## config.mk

```make
export PLATFORM = sky130hd
export DESIGN_NAME = ravenoc_flit_gen_flat
export DESIGN_NICKNAME = d
export VERILOG_FILES = /design/src/rtl/ravenoc_pkg.sv /design/src/rtl/ravenoc_flit_gen_if.sv /design/src/rtl/ravenoc_flit_gen.sv /design/src/flat_wrapper.sv
export SDC_FILE = /design/constraint.sdc
export NUM_CORES = 1
export LEC_CHECK = 0
export BUFFER_PORTS_ARGS = -buffer_cell sky130_fd_sc_hd__buf_2
export CORE_MARGIN = 2
export CORE_UTILIZATION = 55
export CTS_BUF_LIST = sky130_fd_sc_hd__clkbuf_4 sky130_fd_sc_hd__clkbuf_8
export CTS_CLUSTER_SIZE = 20
export DETAILED_ROUTE_END_ITERATION = 16
export GPL_TIMING_DRIVEN = 1
export PLACE_DENSITY = 0.83
export SETUP_SLACK_MARGIN = 0.4
export SYNTH_ARGS = -nofsm -noshare
export SYNTH_HDL_FRONTEND = slang
export SYNTH_SLANG_ARGS = --single-unit
```

## constraint.sdc

```tcl
create_clock -name clk_noc -period 6.2 [get_ports clk_noc]
set_clock_uncertainty 0.2 [all_clocks]
set_input_delay 0.62 -clock clk_noc [delete_from_list [all_inputs] [get_ports clk_noc]]
set_output_delay 0.62 -clock clk_noc [all_outputs]
set_load 0.01 [all_outputs]
```

## src/rtl/ravenoc_pkg.sv

```systemverilog
// Shared NoC types: flit-type encoding, head-flit field packing and
// the request/response structs carried by router_if.
package ravenoc_pkg;

  localparam int X_WIDTH       = 2;
  localparam int Y_WIDTH       = 2;
  localparam int NUM_VC        = 2;
  localparam int VC_WIDTH      = 1;
  localparam int PAYLOAD_WIDTH = 32;
  localparam int PKT_LEN_FIELD = 16;
  localparam int FLIT_WIDTH    = 2 + PAYLOAD_WIDTH;
  localparam int HEAD_RSVD_W   = PAYLOAD_WIDTH - 2*X_WIDTH - 2*Y_WIDTH - PKT_LEN_FIELD;

  typedef enum logic [1:0] {
    HEAD_FLIT      = 2'd0,
    BODY_FLIT      = 2'd1,
    TAIL_FLIT      = 2'd2,
    HEAD_TAIL_FLIT = 2'd3
  } flit_type_t;

  typedef struct packed {
    logic [X_WIDTH-1:0]       x_dest;
    logic [Y_WIDTH-1:0]       y_dest;
    logic [X_WIDTH-1:0]       x_src;
    logic [Y_WIDTH-1:0]       y_src;
    logic [PKT_LEN_FIELD-1:0] pkt_len;
    logic [HEAD_RSVD_W-1:0]   rsvd;
  } s_head_t;

  typedef struct packed {
    flit_type_t               ftype;
    logic [PAYLOAD_WIDTH-1:0] data;
  } s_flit_t;

  typedef struct packed {
    logic [FLIT_WIDTH-1:0] fdata;
    logic [VC_WIDTH-1:0]   vc_id;
    logic                  valid;
  } s_flit_req_t;

  typedef struct packed {
    logic [NUM_VC-1:0] ready;
  } s_flit_resp_t;

  function automatic logic [PAYLOAD_WIDTH-1:0] pack_head(
    input logic [X_WIDTH-1:0]       dx,
    input logic [Y_WIDTH-1:0]       dy,
    input logic [X_WIDTH-1:0]       sx,
    input logic [Y_WIDTH-1:0]       sy,
    input logic [PKT_LEN_FIELD-1:0] len
  );
    s_head_t h;
    h.x_dest  = dx;
    h.y_dest  = dy;
    h.x_src   = sx;
    h.y_src   = sy;
    h.pkt_len = len;
    h.rsvd    = '0;
    return h;
  endfunction

endpackage

```

## src/rtl/ravenoc_flit_gen_if.sv

```systemverilog
// Router link interface: flit request towards the router, per-VC ready back.
interface router_if;
  import ravenoc_pkg::*;

  s_flit_req_t  req;
  s_flit_resp_t resp;

  modport send_flit (output req, input resp);
  modport recv_flit (input req, output resp);
endinterface

```

## src/rtl/ravenoc_flit_gen.sv

```systemverilog
// Packet generator: emits head + pkt_len body flits on one VC per start pulse.
// Optional stall statistics counter enabled by RAVENOC_FLIT_GEN_STATS_EN.
module ravenoc_flit_gen
  import ravenoc_pkg::*;
#(
  parameter  int ROUTER_X_ID = 0,
  parameter  int ROUTER_Y_ID = 0,
  parameter  int MAX_PKT_LEN = 255,
  localparam int LEN_W       = $clog2(MAX_PKT_LEN + 1)
) (
  input  logic                clk_noc,
  input  logic                arst_noc,
  router_if.send_flit         send,
  input  logic                start,
  input  logic [X_WIDTH-1:0]  dest_x,
  input  logic [Y_WIDTH-1:0]  dest_y,
  input  logic [VC_WIDTH-1:0] vc_sel,
  input  logic [LEN_W-1:0]    pkt_len,
  input  logic [31:0]         seed,
  output logic                busy,
  output logic                done,
  output logic [31:0]         stall_cnt
);

  typedef enum logic [1:0] {IDLE, HEAD, BODY, DONE} state_t;

  state_t              state_q, state_d;
  logic [X_WIDTH-1:0]  dest_x_q, dest_x_d;
  logic [Y_WIDTH-1:0]  dest_y_q, dest_y_d;
  logic [VC_WIDTH-1:0] vc_q, vc_d;
  logic [LEN_W-1:0]    len_q, len_d;
  logic [LEN_W-1:0]    idx_q, idx_d;
  logic [31:0]         seed_q, seed_d;

  s_flit_req_t req;
  s_flit_t     flit;
  logic        ready_sel;

  assign ready_sel = send.resp.ready[vc_q];
  assign send.req  = req;

  always_ff @(posedge clk_noc) begin
    if (arst_noc) begin
      state_q  <= IDLE;
      dest_x_q <= '0;
      dest_y_q <= '0;
      vc_q     <= '0;
      len_q    <= '0;
      idx_q    <= '0;
      seed_q   <= '0;
    end else begin
      state_q  <= state_d;
      dest_x_q <= dest_x_d;
      dest_y_q <= dest_y_d;
      vc_q     <= vc_d;
      len_q    <= len_d;
      idx_q    <= idx_d;
      seed_q   <= seed_d;
    end
  end

  always_comb begin
    state_d  = state_q;
    dest_x_d = dest_x_q;
    dest_y_d = dest_y_q;
    vc_d     = vc_q;
    len_d    = len_q;
    idx_d    = idx_q;
    seed_d   = seed_q;
    req      = '0;
    flit     = '0;
    busy     = 1'b0;
    done     = 1'b0;

    case (state_q)
      IDLE: begin
        if (start) begin
          dest_x_d = dest_x;
          dest_y_d = dest_y;
          vc_d     = vc_sel;
          len_d    = pkt_len;
          seed_d   = seed;
          state_d  = HEAD;
        end
      end
      HEAD: begin
        busy       = 1'b1;
        flit.ftype = (len_q == '0) ? HEAD_TAIL_FLIT : HEAD_FLIT;
        flit.data  = pack_head(dest_x_q, dest_y_q, X_WIDTH'(ROUTER_X_ID),
                               Y_WIDTH'(ROUTER_Y_ID), PKT_LEN_FIELD'(len_q));
        req.valid  = 1'b1;
        req.vc_id  = vc_q;
        req.fdata  = flit;
        if (ready_sel) begin
          idx_d   = '0;
          state_d = (len_q == '0) ? DONE : BODY;
        end
      end
      BODY: begin
        busy       = 1'b1;
        flit.ftype = (idx_q == len_q - LEN_W'(1)) ? TAIL_FLIT : BODY_FLIT;
        flit.data  = seed_q + PAYLOAD_WIDTH'(idx_q);
        req.valid  = 1'b1;
        req.vc_id  = vc_q;
        req.fdata  = flit;
        if (ready_sel) begin
          if (idx_q == len_q - LEN_W'(1)) state_d = DONE;
          else                            idx_d   = idx_q + LEN_W'(1);
        end
      end
      DONE: begin
        done    = 1'b1;
        state_d = IDLE;
      end
      default: state_d = IDLE;
    endcase
  end

`ifdef RAVENOC_FLIT_GEN_STATS_EN
  logic [31:0] stall_q, stall_d;

  // Saturating: holds at all-ones instead of wrapping back to zero.
  always_comb begin
    stall_d = stall_q;
    if (req.valid && !ready_sel && (stall_q != '1)) stall_d = stall_q + 32'd1;
  end

  always_ff @(posedge clk_noc) begin
    if (arst_noc) stall_q <= '0;
    else          stall_q <= stall_d;
  end

  assign stall_cnt = stall_q;
`else
  assign stall_cnt = '0;
`endif

endmodule

```

## src/flat_wrapper.sv

```systemverilog
// flat-port wrapper written by rule: the top's interface ports become plain ports
module ravenoc_flit_gen_flat import ravenoc_pkg::*;
#(
  parameter  int ROUTER_X_ID = 0,
  parameter  int ROUTER_Y_ID = 0,
  parameter  int MAX_PKT_LEN = 255,
  localparam int LEN_W       = $clog2(MAX_PKT_LEN + 1)
)
  (clk_noc, arst_noc, start, dest_x, dest_y, vc_sel, pkt_len, seed, busy, done, stall_cnt, send_req, send_resp);
  router_if send_i ();
  input  logic clk_noc;
  input  logic arst_noc;
  input  logic start;
  input  logic [X_WIDTH-1:0] dest_x;
  input  logic [Y_WIDTH-1:0] dest_y;
  input  logic [VC_WIDTH-1:0] vc_sel;
  input  logic [LEN_W-1:0] pkt_len;
  input  logic [31:0] seed;
  output logic busy;
  output logic done;
  output logic [31:0] stall_cnt;
  output wire logic [$bits(send_i.req)-1:0] send_req;
  input wire logic [$bits(send_i.resp)-1:0] send_resp;
  assign send_req = send_i.req;
  assign send_i.resp = send_resp;
  ravenoc_flit_gen #(.ROUTER_X_ID(ROUTER_X_ID), .ROUTER_Y_ID(ROUTER_Y_ID), .MAX_PKT_LEN(MAX_PKT_LEN)) u_core (.clk_noc(clk_noc), .arst_noc(arst_noc), .send(send_i), .start(start), .dest_x(dest_x), .dest_y(dest_y), .vc_sel(vc_sel), .pkt_len(pkt_len), .seed(seed), .busy(busy), .done(done), .stall_cnt(stall_cnt));
endmodule
```

# After elaboration in Yosys (flattened, before gate mapping)
# Index checks and enable logic that the tools add are counted.
dict set report classes {
  add_sub_neg 3
  magnitude_cmp 1
  eq_ne 9
  n_mux 17
  reduce_logical 7
}
# op n
set op_table {}
lappend op_table {{$pmux 36 s2} 1}
lappend op_table {{$add 32x8->32} 1}
lappend op_table {{$mux 8} 3}
lappend op_table {{$pmux 8 s2} 1}
lappend op_table {{$mux 2} 6}
lappend op_table {{$add 8x1->8 const B} 1}
lappend op_table {{$eq 8x8->1} 1}
lappend op_table {{$logic_not 8->1} 1}
lappend op_table {{$pmux 2 s4} 1}
lappend op_table {{$reduce_and 4->1} 2}
lappend op_table {{$sub 8x1->8 const B} 1}
lappend op_table {{$ne 2x1->1 const B} 3}
lappend op_table {{$mux 1} 5}
lappend op_table {{$eq 2x2->1 const B} 2}
lappend op_table {{$ne 2x2->1 const B} 2}
lappend op_table {{$eq 2x1->1 const B} 1}
lappend op_table {{$logic_not 2->1} 1}
lappend op_table {{$lt 1x2->1 const B} 1}
lappend op_table {{$reduce_and 2->1} 1}
lappend op_table {{$reduce_bool 2->1} 1}
lappend op_table {{$reduce_or 2->1} 1}
dict set report totals {
  register_bits 55
  output_inout_bits 70
  word_cells 44
}

# Depth between registers and ports, before layout
dict set report logic_depth {
  ltp_word 5
  depth_mapped 11
  mapped_depth_nobuf 10
}

# Worst setup path before layout
# Ideal clock, no wire load.
dict set report synth_path {
  path_kind {register -> output}
  startpoint {register u_core.idx_q[0]}
  endpoint {output port send_req[28]}
  arrival_ns 2.377
  required_ns 5.380
  setup_slack_ns 3.003
  path_stages_with_launch 12
  cell_sequence {dfxtp_1 -> ha_1 -> inv_1 -> fa_1 -> nor2b_1 -> o21ai_0 -> a21boi_0 -> o311ai_0 -> clkbuf_1 -> nor3b_1 -> xnor2_1 -> nor2_1}
}
dict set report synth_between {
  elab_chain_cells 2
}
# element line_no
set synth_rtl {}
lappend synth_rtl {{start, declared} ravenoc_flit_gen.sv:32} ;# logic [LEN_W-1:0] idx_q, idx_d;
lappend synth_rtl {{start signal, assigned} ravenoc_flit_gen.sv:57} ;# idx_q <= idx_d;
lappend synth_rtl {{$add 32x8->32} ravenoc_flit_gen.sv:102} ;# flit.data = seed_q + PAYLOAD_WIDTH'(idx_q);
lappend synth_rtl {{$pmux 36 s2} ravenoc_flit_gen.sv:75} ;# case (state_q)
lappend synth_rtl {{end, declared} flat_wrapper.sv:22} ;# output wire logic [$bits(send_i.req)-1:0] send_req;
# Every way passes these cells.

# Final worst setup path
dict set report layout_path {
  startpoint {register u_core.idx_q[3]}
  endpoint {output port send_req[31]}
}
# The elaborated chain is that of the path after synthesis.

==> impl_metrics.env <==
export IMPL_required_ns=5.38
export IMPL_grt_pass1_wl_um=15190
export IMPL_finalSetupViolCount=0
export IMPL_fmax_mhz=250.8
export IMPL_area_delta_synth_final_pct=10.93
export IMPL_irDropWorstVdd_mv=0.1324
export IMPL_p_sw_frac=0.4146
export IMPL_switching_power_mw=0.4638
export IMPL_syn_inst=528
export IMPL_r2r_cells=8
export IMPL_drt_initial_drc_count=227
export IMPL_totalWireLength_um=9207
export IMPL_cts_made_buffers=5
export IMPL_ant_nets=0
export IMPL_worstMarginPinSlew_ns=1.116
export IMPL_synth_edf_count=0
export IMPL_num_rows=30
export IMPL_cp_end_kind="primary output"
export IMPL_synth_area_leaders="dfxtp_1 29%, nand2_1 13%, a21oi_1 7.1%"
export IMPL_antenna_found_initial=0
export IMPL_r2r_setup_slack_ns=3.43
export IMPL_cp_arrival_ns=3.17
export IMPL_synth_common_cells="134 x nand2_1, 55 x dfxtp_1, 53 x a21oi_1, 40 x nor2_1, 33 x buf_4"
export IMPL_wl_per_cell_um=13.58
export IMPL_postSynthRegisterBits=55
export IMPL_gr_total_overflow=0
export IMPL_drc_errors=0
export IMPL_ys_flop_type="dfxtp_1"
export IMPL_min_delay_start="u_core.dest_x_q[1]"
export IMPL_grt_usage=0.2490
export IMPL_worstSkewPairLatency_ns=0.31
export IMPL_ctsRootBufferMaster="clkbuf_8"
export IMPL_cts_tree="yes"
export IMPL_htree_levels=2
export IMPL_gp_congestion=0.8716
export IMPL_routed_via_density=5.488
export IMPL_power_leakage_nw=1.732
export IMPL_fillers=614
export IMPL_tns_ns=0
export IMPL_die_width_um=86.52
export IMPL_yosysTopAreaCellShare=0.2940
export IMPL_pwr_share_clk=0.181
export IMPL_p_per_area_nw_per_um2=269.3
export IMPL_slew_headroom=0.2559
export IMPL_rsz0062_at_grt="no"
export IMPL_hold_path_end="u_core.dest_x_q[1]"
export IMPL_hold_viol=0
export IMPL_clk_pin_slew_ns=0.10
export IMPL_placed_cells=670
export IMPL_intPower_mw=0.6547
export IMPL_holdPathStages=2
export IMPL_async_flop_share=0
export IMPL_r2r_end="u_core.state_q[0]"
export IMPL_antennaDiodeCount=0
export IMPL_period_share=0.6431
export IMPL_ys_warn_count=0
export IMPL_reg2reg_from="u_core.len_q[0]"
export IMPL_cts_buffer_depth=2
export IMPL_vias=3721
export IMPL_cp_start_kind="flop"
export IMPL_cts_sinks=55
export IMPL_postCtsSetupRepairBufs=0
export IMPL_fin_nets=663
export IMPL_synth_most_common_cell="nand2_1"
export IMPL_grt_pass1_vias=3409
export IMPL_power_total_mw=1.119
export IMPL_worstSetupPathType="flop to primary output"
export IMPL_portBuffers=87
export IMPL_die_h_um=86.52
export IMPL_seq_area_frac_synth=0.2940
export IMPL_num_io_pins=120
export IMPL_crit_path_max_fanout=14
export IMPL_core_area_um2=6681
export IMPL_hpwlAfterDp_um=6772
export IMPL_combPwrFrac=0.401
export IMPL_grt_max_degree=55
export IMPL_outcome="completed"
export IMPL_period_needed_ns=3.987
export IMPL_drtPass1Iterations=5
export IMPL_seqPwrFrac=0.418
export IMPL_cts_hold_buffers=0
export IMPL_stdcell_count=678
export IMPL_yosys_cell_types_count=52
export IMPL_yosysTopAreaCell="dfxtp_1"
export IMPL_dieArea_um2=7485
export IMPL_start_util=0.5605
export IMPL_hp_class="flop to flop"
export IMPL_drive_above_1_share=0.1789
export IMPL_syn_area_per_cell_um2=7.093
export IMPL_drv_slew=0
export IMPL_syn_cell_area_um2=3745
export IMPL_cts_resized=0
export IMPL_cap_violations=0
==> worst max path at each step <==
stage | slack [ns] | cells after the start | end | from
after floorplan | 3.00 | 11 | send_req[28] | u_core.idx_q[0]
after global placement | 2.63 | 9 | send_req[31] | u_core.idx_q[3]
after detailed placement | 2.59 | 9 | send_req[31] | u_core.idx_q[3]
after CTS | 2.23 | 9 | send_req[31] | u_core.idx_q[3]
after global routing | 1.96 | 9 | send_req[17] | u_core.idx_q[3]
final | 2.21 | 9 | send_req[31] | u_core.idx_q[3]
==> cells by family (layout without fill, tap and decap cells) <==
group,after synthesis,count (layout),share of synthesized area
AND/OR/NAND/NOR,244,244,0.2913
AO/OA/AOI/OAI,98,98,0.1550
buffers and inverters,75,114,0.1106
flip-flops,55,55,0.2940
XOR/XNOR,35,35,0.08186
adder cells (fa/ha/maj),16,16,0.05546
multiplexers,4,4,0.01069
other,1,32,0.001001
==> layout by cell type (no fill, tap or decap), types with 4 or more instances in the layout <==
master / synthesis / layout
clkbuf_8: 0 / 5
nand3_1: 11 / 11
nor3_1: 18 / 18
nor2_1: 40 / 40
dfxtp_1: 55 / 55
o21ai_0: 19 / 19
nand4_1: 8 / 8
a211o_1: 4 / 4
xor2_1: 8 / 8
ha_1: 15 / 15
nand2b_1: 4 / 4
nand2_1: 134 / 134
buf_2: 1 / 87
nor2b_1: 4 / 4
a21oi_1: 53 / 53
xnor2_1: 27 / 27
conb_1: 1 / 32
mux2i_1: 4 / 4
inv_1: 16 / 16
==> sequential cells by signal, indices dropped and copies added (netlist names) <==
| name | count |
|---|---|
| u_core.seed_q | 32 |
| u_core.idx_q | 8 |
| u_core.len_q | 8 |
| u_core.dest_x_q | 2 |
| u_core.dest_y_q | 2 |
| u_core.state_q | 2 |
| u_core.vc_q | 1 |
==> critical path: stages (launching register included) <==
cell and delay (ns):
dfxtp_1 0.42, ha_1 0.31, a21o_1 0.19, a21oi_1 0.17, a21oi_1 0.12, o221ai_1 0.89
nor3_1 0.15, xnor2_1 0.17, o21ai_0 0.24, buf_2 0.20
==> power groups by stage <==
stage / Combinational [mW] / Clock, mW / Sequential, mW
floorplan: 0.364 / 0 / 0.455
global placement: 0.430 / 0 / 0.470
detailed placement: 0.447 / 0 / 0.474
CTS: 0.448 / 0.206 / 0.466
global route: 0.506 / 0.219 / 0.474
finish: 0.448 / 0.202 / 0.468
==> metal layers <==
metal  global-route usage  part of all wire  vias up
li1                     -                 -     1838
met1               0.3111              0.42     1710
met2               0.4280              0.49      152
met3              0.04476             0.068       21
met4              0.09091             0.024        0
met5                    0                 0        -
==> stage by stage <==
stage	hold slack [ns]	setup slack, ns	area (um2)	util
3_5_place_dp	0.2499	2.589	4065	0.6084
2_1_floorplan	0.2366	3.003	3861	-
6_report	0.2635	2.213	4154	0.6217
3_3_place_gp	0.2452	2.628	4065	0.6084
5_1_grt	0.2953	1.962	4154	0.6217
4_1_cts	0.2637	2.234	4154	0.6217
==> final cells by class <==
cell class,count,area (um2),share of cell area
clock buffer,6,76.32,0.01837
clock inverter,2,12.51,0.003012
inverter,16,60.06,0.01446
multi-input combinational,429,2346,0.5648
sequential,55,1101,0.2651
tap,80,100.1,0.02410
timing repair buffer,90,457.9,0.1102
(Power assumes the default switching activity.)
